==> config.mk <==
export PLATFORM = sky130hd
export DESIGN_NAME = reg_file_nbits
export DESIGN_NICKNAME = d
export VERILOG_FILES = /design/src/rtl/reg_file_nbits.sv
export SDC_FILE = /design/constraint.sdc
export NUM_CORES = 2
export LEC_CHECK = 0
export CORE_UTILIZATION = 40
export CTS_BUF_LIST = sky130_fd_sc_hd__clkbuf_8 sky130_fd_sc_hd__clkbuf_16
export CTS_CLUSTER_DIAMETER = 100
export CTS_CLUSTER_SIZE = 20
export DETAILED_ROUTE_END_ITERATION = 10
export PLACE_DENSITY = 0.65
export SKIP_LAST_GASP = 1
export SLEW_MARGIN = 10
export SYNTH_ARGS = -nofsm -noshare
export SYNTH_HDL_FRONTEND = slang
export SYNTH_SLANG_ARGS = --single-unit
==> constraint.sdc <==
create_clock -name clk_i -period 2.1 [get_ports clk_i]
set_input_delay 0.21 -clock clk_i [delete_from_list [all_inputs] [get_ports clk_i]]
set_output_delay 0.21 -clock clk_i [all_outputs]
set_load 0.01 [all_outputs]
==> src/rtl/reg_file_nbits.sv <==
// -----------------------------------------------------------------------------
// reg_file_nbits
//   General-purpose register file feeding the N-bit ALU of the single-cycle
//   datapath. 2^ADDR_W registers of N bits, register 0 reads as zero.
//
// Ports
//   clk_i       rising-edge clock for all state updates
//   rst_n_i     asynchronous active-low reset; clears array and write counter
//   rs_addr_i   read port A address  -> rs_data_o (ALU a_i)
//   rt_addr_i   read port B address  -> rt_data_o (ALU b_i)
//   rd_addr_i   write address
//   wr_en_i     write enable, sampled on rising clk_i
//   wr_data_i   write data
//   dbg_addr_i  debug read address   -> dbg_data_o (array contents, no bypass)
//   wr_count_o  committed non-zero writes since reset, saturating at 16'hFFFF
// -----------------------------------------------------------------------------
module reg_file_nbits #(
    parameter int N      = 32,
    parameter int ADDR_W = 5
) (
    input  logic              clk_i,
    input  logic              rst_n_i,
    input  logic [ADDR_W-1:0] rs_addr_i,
    input  logic [ADDR_W-1:0] rt_addr_i,
    input  logic [ADDR_W-1:0] rd_addr_i,
    input  logic              wr_en_i,
    input  logic [N-1:0]      wr_data_i,
    input  logic [ADDR_W-1:0] dbg_addr_i,
    output logic [N-1:0]      rs_data_o,
    output logic [N-1:0]      rt_data_o,
    output logic [N-1:0]      dbg_data_o,
    output logic [15:0]       wr_count_o
);

    localparam int DEPTH = 1 << ADDR_W;

    logic [N-1:0] regs_q [DEPTH];
    logic [N-1:0] regs_d [DEPTH];
    logic [15:0]  wr_count_q;
    logic [15:0]  wr_count_d;
    logic         wr_commit;

    // A write only counts when it targets a real register; writes to r0 vanish.
    assign wr_commit = wr_en_i && (rd_addr_i != '0);

    always_comb begin
        regs_d     = regs_q;
        wr_count_d = wr_count_q;
        if (wr_commit) begin
            regs_d[rd_addr_i] = wr_data_i;
            if (wr_count_q != 16'hFFFF) begin
                wr_count_d = wr_count_q + 16'd1;
            end
        end
    end

    always_ff @(posedge clk_i or negedge rst_n_i) begin
        if (!rst_n_i) begin
            for (int i = 0; i < DEPTH; i++) begin
                regs_q[i] <= '0;
            end
            wr_count_q <= '0;
        end else begin
            regs_q     <= regs_d;
            wr_count_q <= wr_count_d;
        end
    end

    // Read ports: r0 is zero, then same-cycle bypass from the write port, then
    // the array. Everything is forced to zero while reset is held so the
    // bypass cannot leak write data through during reset.
    always_comb begin
        rs_data_o = '0;
        if (rst_n_i && (rs_addr_i != '0)) begin
            if (wr_commit && (rd_addr_i == rs_addr_i)) begin
                rs_data_o = wr_data_i;
            end else begin
                rs_data_o = regs_q[rs_addr_i];
            end
        end
    end

    always_comb begin
        rt_data_o = '0;
        if (rst_n_i && (rt_addr_i != '0)) begin
            if (wr_commit && (rd_addr_i == rt_addr_i)) begin
                rt_data_o = wr_data_i;
            end else begin
                rt_data_o = regs_q[rt_addr_i];
            end
        end
    end

    // Debug port shows only what has actually been committed.
    always_comb begin
        dbg_data_o = '0;
        if (rst_n_i && (dbg_addr_i != '0)) begin
            dbg_data_o = regs_q[dbg_addr_i];
        end
    end

    assign wr_count_o = wr_count_q;

endmodule
==> qor.txt <==
Status -> complete, but fails checks
Failing checks -> setup timing
Worst-path fanout max -> 4
Final Slew Violations -> 0
Drt initial violations -> 5505
Final setup margin -> -868 ps
Yosys warns -> 0
Max Cap Viol -> 0
DRC viols -> 0
Post-synthesis cell area -> 63100 sq um
Die Width -> 399 um
Clock skew -> 2.83 ps
Die area -> 159000 sq um
First-pass GRT wire length -> 340 mm
Antenna-violating nets left -> 0
Initial Util -> 0.404
Vias/cell -> 6.67
Top cell type's share of synthesized area -> 0.412
Clk_lat worst skew -> 710 ps
Pwr per Cell Area -> 770 nW/um^2
Via count -> 46.7k
Metal1 wirelength -> 91.4 mm
RSZ-0062 raised after global routing -> yes
Nets -> 4982
EDFF count, synth -> 0
Crit path arrival time -> 2760 ps
Reg2reg start -> wr_count_o[4]$_DFFE_PN0P_
Metal2 WL -> 108 mm
Top post-synthesis cells by area -> dfrtp_1, mux4_2, mux2_2
Largest net degree at the start of global routing -> 177
Syn Area/Cell -> 15.2 sq um
Asr flop ratio synth -> 1.00
Crit. Startpoint -> regs_q[748]$_DFFE_PN0P_
Final Critical Period -> 2970 ps
Yosys top cell by area -> dfrtp_1
Post-Syn Nets -> 4208
Final Hold Fails -> 0
Placed Area -> 75700 sq um
Site row count -> 145
Uppermost layer routed -> met5
Post-DP HPWL -> 161 mm
IO Pins -> 167
Die Ht -> 399 um
Fmax -> 337 MHz
H-tree depth -> 2
Leakage power -> 33.6 nW
Kind of critical path -> reg2out
Worst-Margin Slew -> 837 ps
# clock sinks -> 1040
Seq cells post-synth -> 1040
Initial antenna violation count -> 6
Setup violators final -> 96
Worst endpoint required time -> 1890 ps
Pre-Repair DR Iteration Count -> 5
CTS tree -> done
Final instance area -> 78500 sq um
Root Buffer Master -> clkbuf_16
Slew HR -> 0.442
Met3 WL post-DR -> 23.5 mm
Share of cells above drive strength 1 -> 0.656
Overflow after GRT -> 0
Clock slew at reported path FFs -> 90 ps
Hold Crit Class -> in2reg
Register area share after synthesis -> 0.412
Min-delay src -> wr_data_i[10]
Max IR drop VDD -> 593 uV
Synthesis-to-layout area growth -> 24.3%
Top post-synthesis cells by count -> mux2_2, dfrtp_1, mux4_2
Final WL -> 237 mm
Cts bufs inserted -> 60
Post-synthesis instance total -> 4152
Number of buffers added on ports -> 166
Wire length per cell -> 33.8 um
Routability cong. -> 0.925
GRT Total Usage -> 0.295
Number of global-route vias before repair -> 47.2k
Most frequent cell after synthesis -> mux2_2
Fin crit share -> 1.41
Core Area -> 156000 sq um
Top FF cell, synth -> dfrtp_1
Maximum clock path buffer count -> 3
Startpoint Class -> flip-flop
Pre-CTS setup slack -> -1510 ps
Synth cell types -> 48
Crit. End Element -> output pin
[critical path, cell delays in order, from the launching register on]
cell,delay (ps)
dfrtp_1,420
mux4_2,480
mux4_2,490
a221o_1,420
buf_2,190
[path summary, 6_finish.rpt]
path	end	slack, ps	cells past startpoint
min reg2reg	regs_q[1009]$_DFFE_PN0P_	430	0
max	rt_data_o[12]	-870	4
min	regs_q[650]$_DFFE_PN0P_	190	2
min in group asynchronous	regs_q[966]$_DFFE_PN0P_	530	3
max reg2reg	wr_count_o[12]$_DFFE_PN0P_	170	5
max in group asynchronous	regs_q[803]$_DFFE_PN0P_	40	4
[cells by family after synthesis]
group                      count (synthesis)  synth area share
buffers and inverters                    523            0.0370
xor gates and xnor gates                  24           0.00333
muxes                                   1950             0.481
and+or+nand+nor                          155            0.0124
adders and majority gates                  1          0.000198
DFF                                     1040             0.412
AOI/OAI and AO/OA                        459            0.0536
[routing by layer]
metal | track usage | vias to the layer above
li1 | - | 18300
met1 | 0.398 | 25100
met2 | 0.445 | 2720
met3 | 0.0643 | 621
met4 | 0.157 | 6
met5 | 0.00151 | -
[cell usage in the layout (no fill, tap or decap), types with 24 or more instances in the layout]
| cell | count |
|---|---|
| a211o_1 | 26 |
| a21oi_1 | 66 |
| a221o_1 | 58 |
| a22oi_1 | 109 |
| buf_12 | 207 |
| buf_2 | 82 |
| buf_4 | 815 |
| buf_6 | 52 |
| clkbuf_16 | 63 |
| clkdlybuf4s50_1 | 52 |
| dfrtp_1 | 1040 |
| mux2_2 | 1024 |
| mux2_4 | 24 |
| mux2i_1 | 137 |
| mux4_2 | 764 |
| o221ai_1 | 24 |
| o22ai_1 | 30 |
[report_power, final]
part           switching [mW]  internal (mW)  leakage (nW)  total (mW)
logic                    7.85           12.5          19.4        20.3
clock network            7.37           5.46         0.850        12.8
registers                3.42           23.8          13.3        27.2
[through the flow]
stage / util / power [mW] / hold slack (ps) / setup TNS, ps / cells
2_1_floorplan: - / 38.4 / -85.6 / -124 / 4152
4_1_cts: 0.497 / 59.7 / 144 / -71570 / 6985
3_3_place_gp: 0.484 / 46.1 / 289 / -514020 / 6887
3_5_place_dp: 0.484 / 46.7 / 292 / -502590 / 6887
6_report: 0.502 / 60.4 / 190 / -66280 / 6999
5_1_grt: 0.502 / 62.7 / 195 / -73710 / 6997
[cell type report]
cell class                 instances  area (sq um)
inverter                          10          37.5
antenna                            3          7.51
multi-input combinational       2589         36100
sequential                      1040         26000
fill                           13200         77900
tap                             2058          2570
clock inverter                    11           163
clock buffer                      63          1550
timing repair buffer            1225         12000
[sequential cells by signal (all words and copies together) (netlist names)]
name and count:
regs_q 1024, wr_count_o 16
[repair_timing]
item | 4_1_cts | 5_1_grt
hold buffers | 1 | 0
pin swaps | 91 | 99
setup endpoints to repair | 96 | 341
resized for setup | 497 | 146
endpoints found under the hold margin | 68 | 0
buffers inserted | 38 | 17
gates cloned | 0 | 2
(Power assumes the default switching activity.)
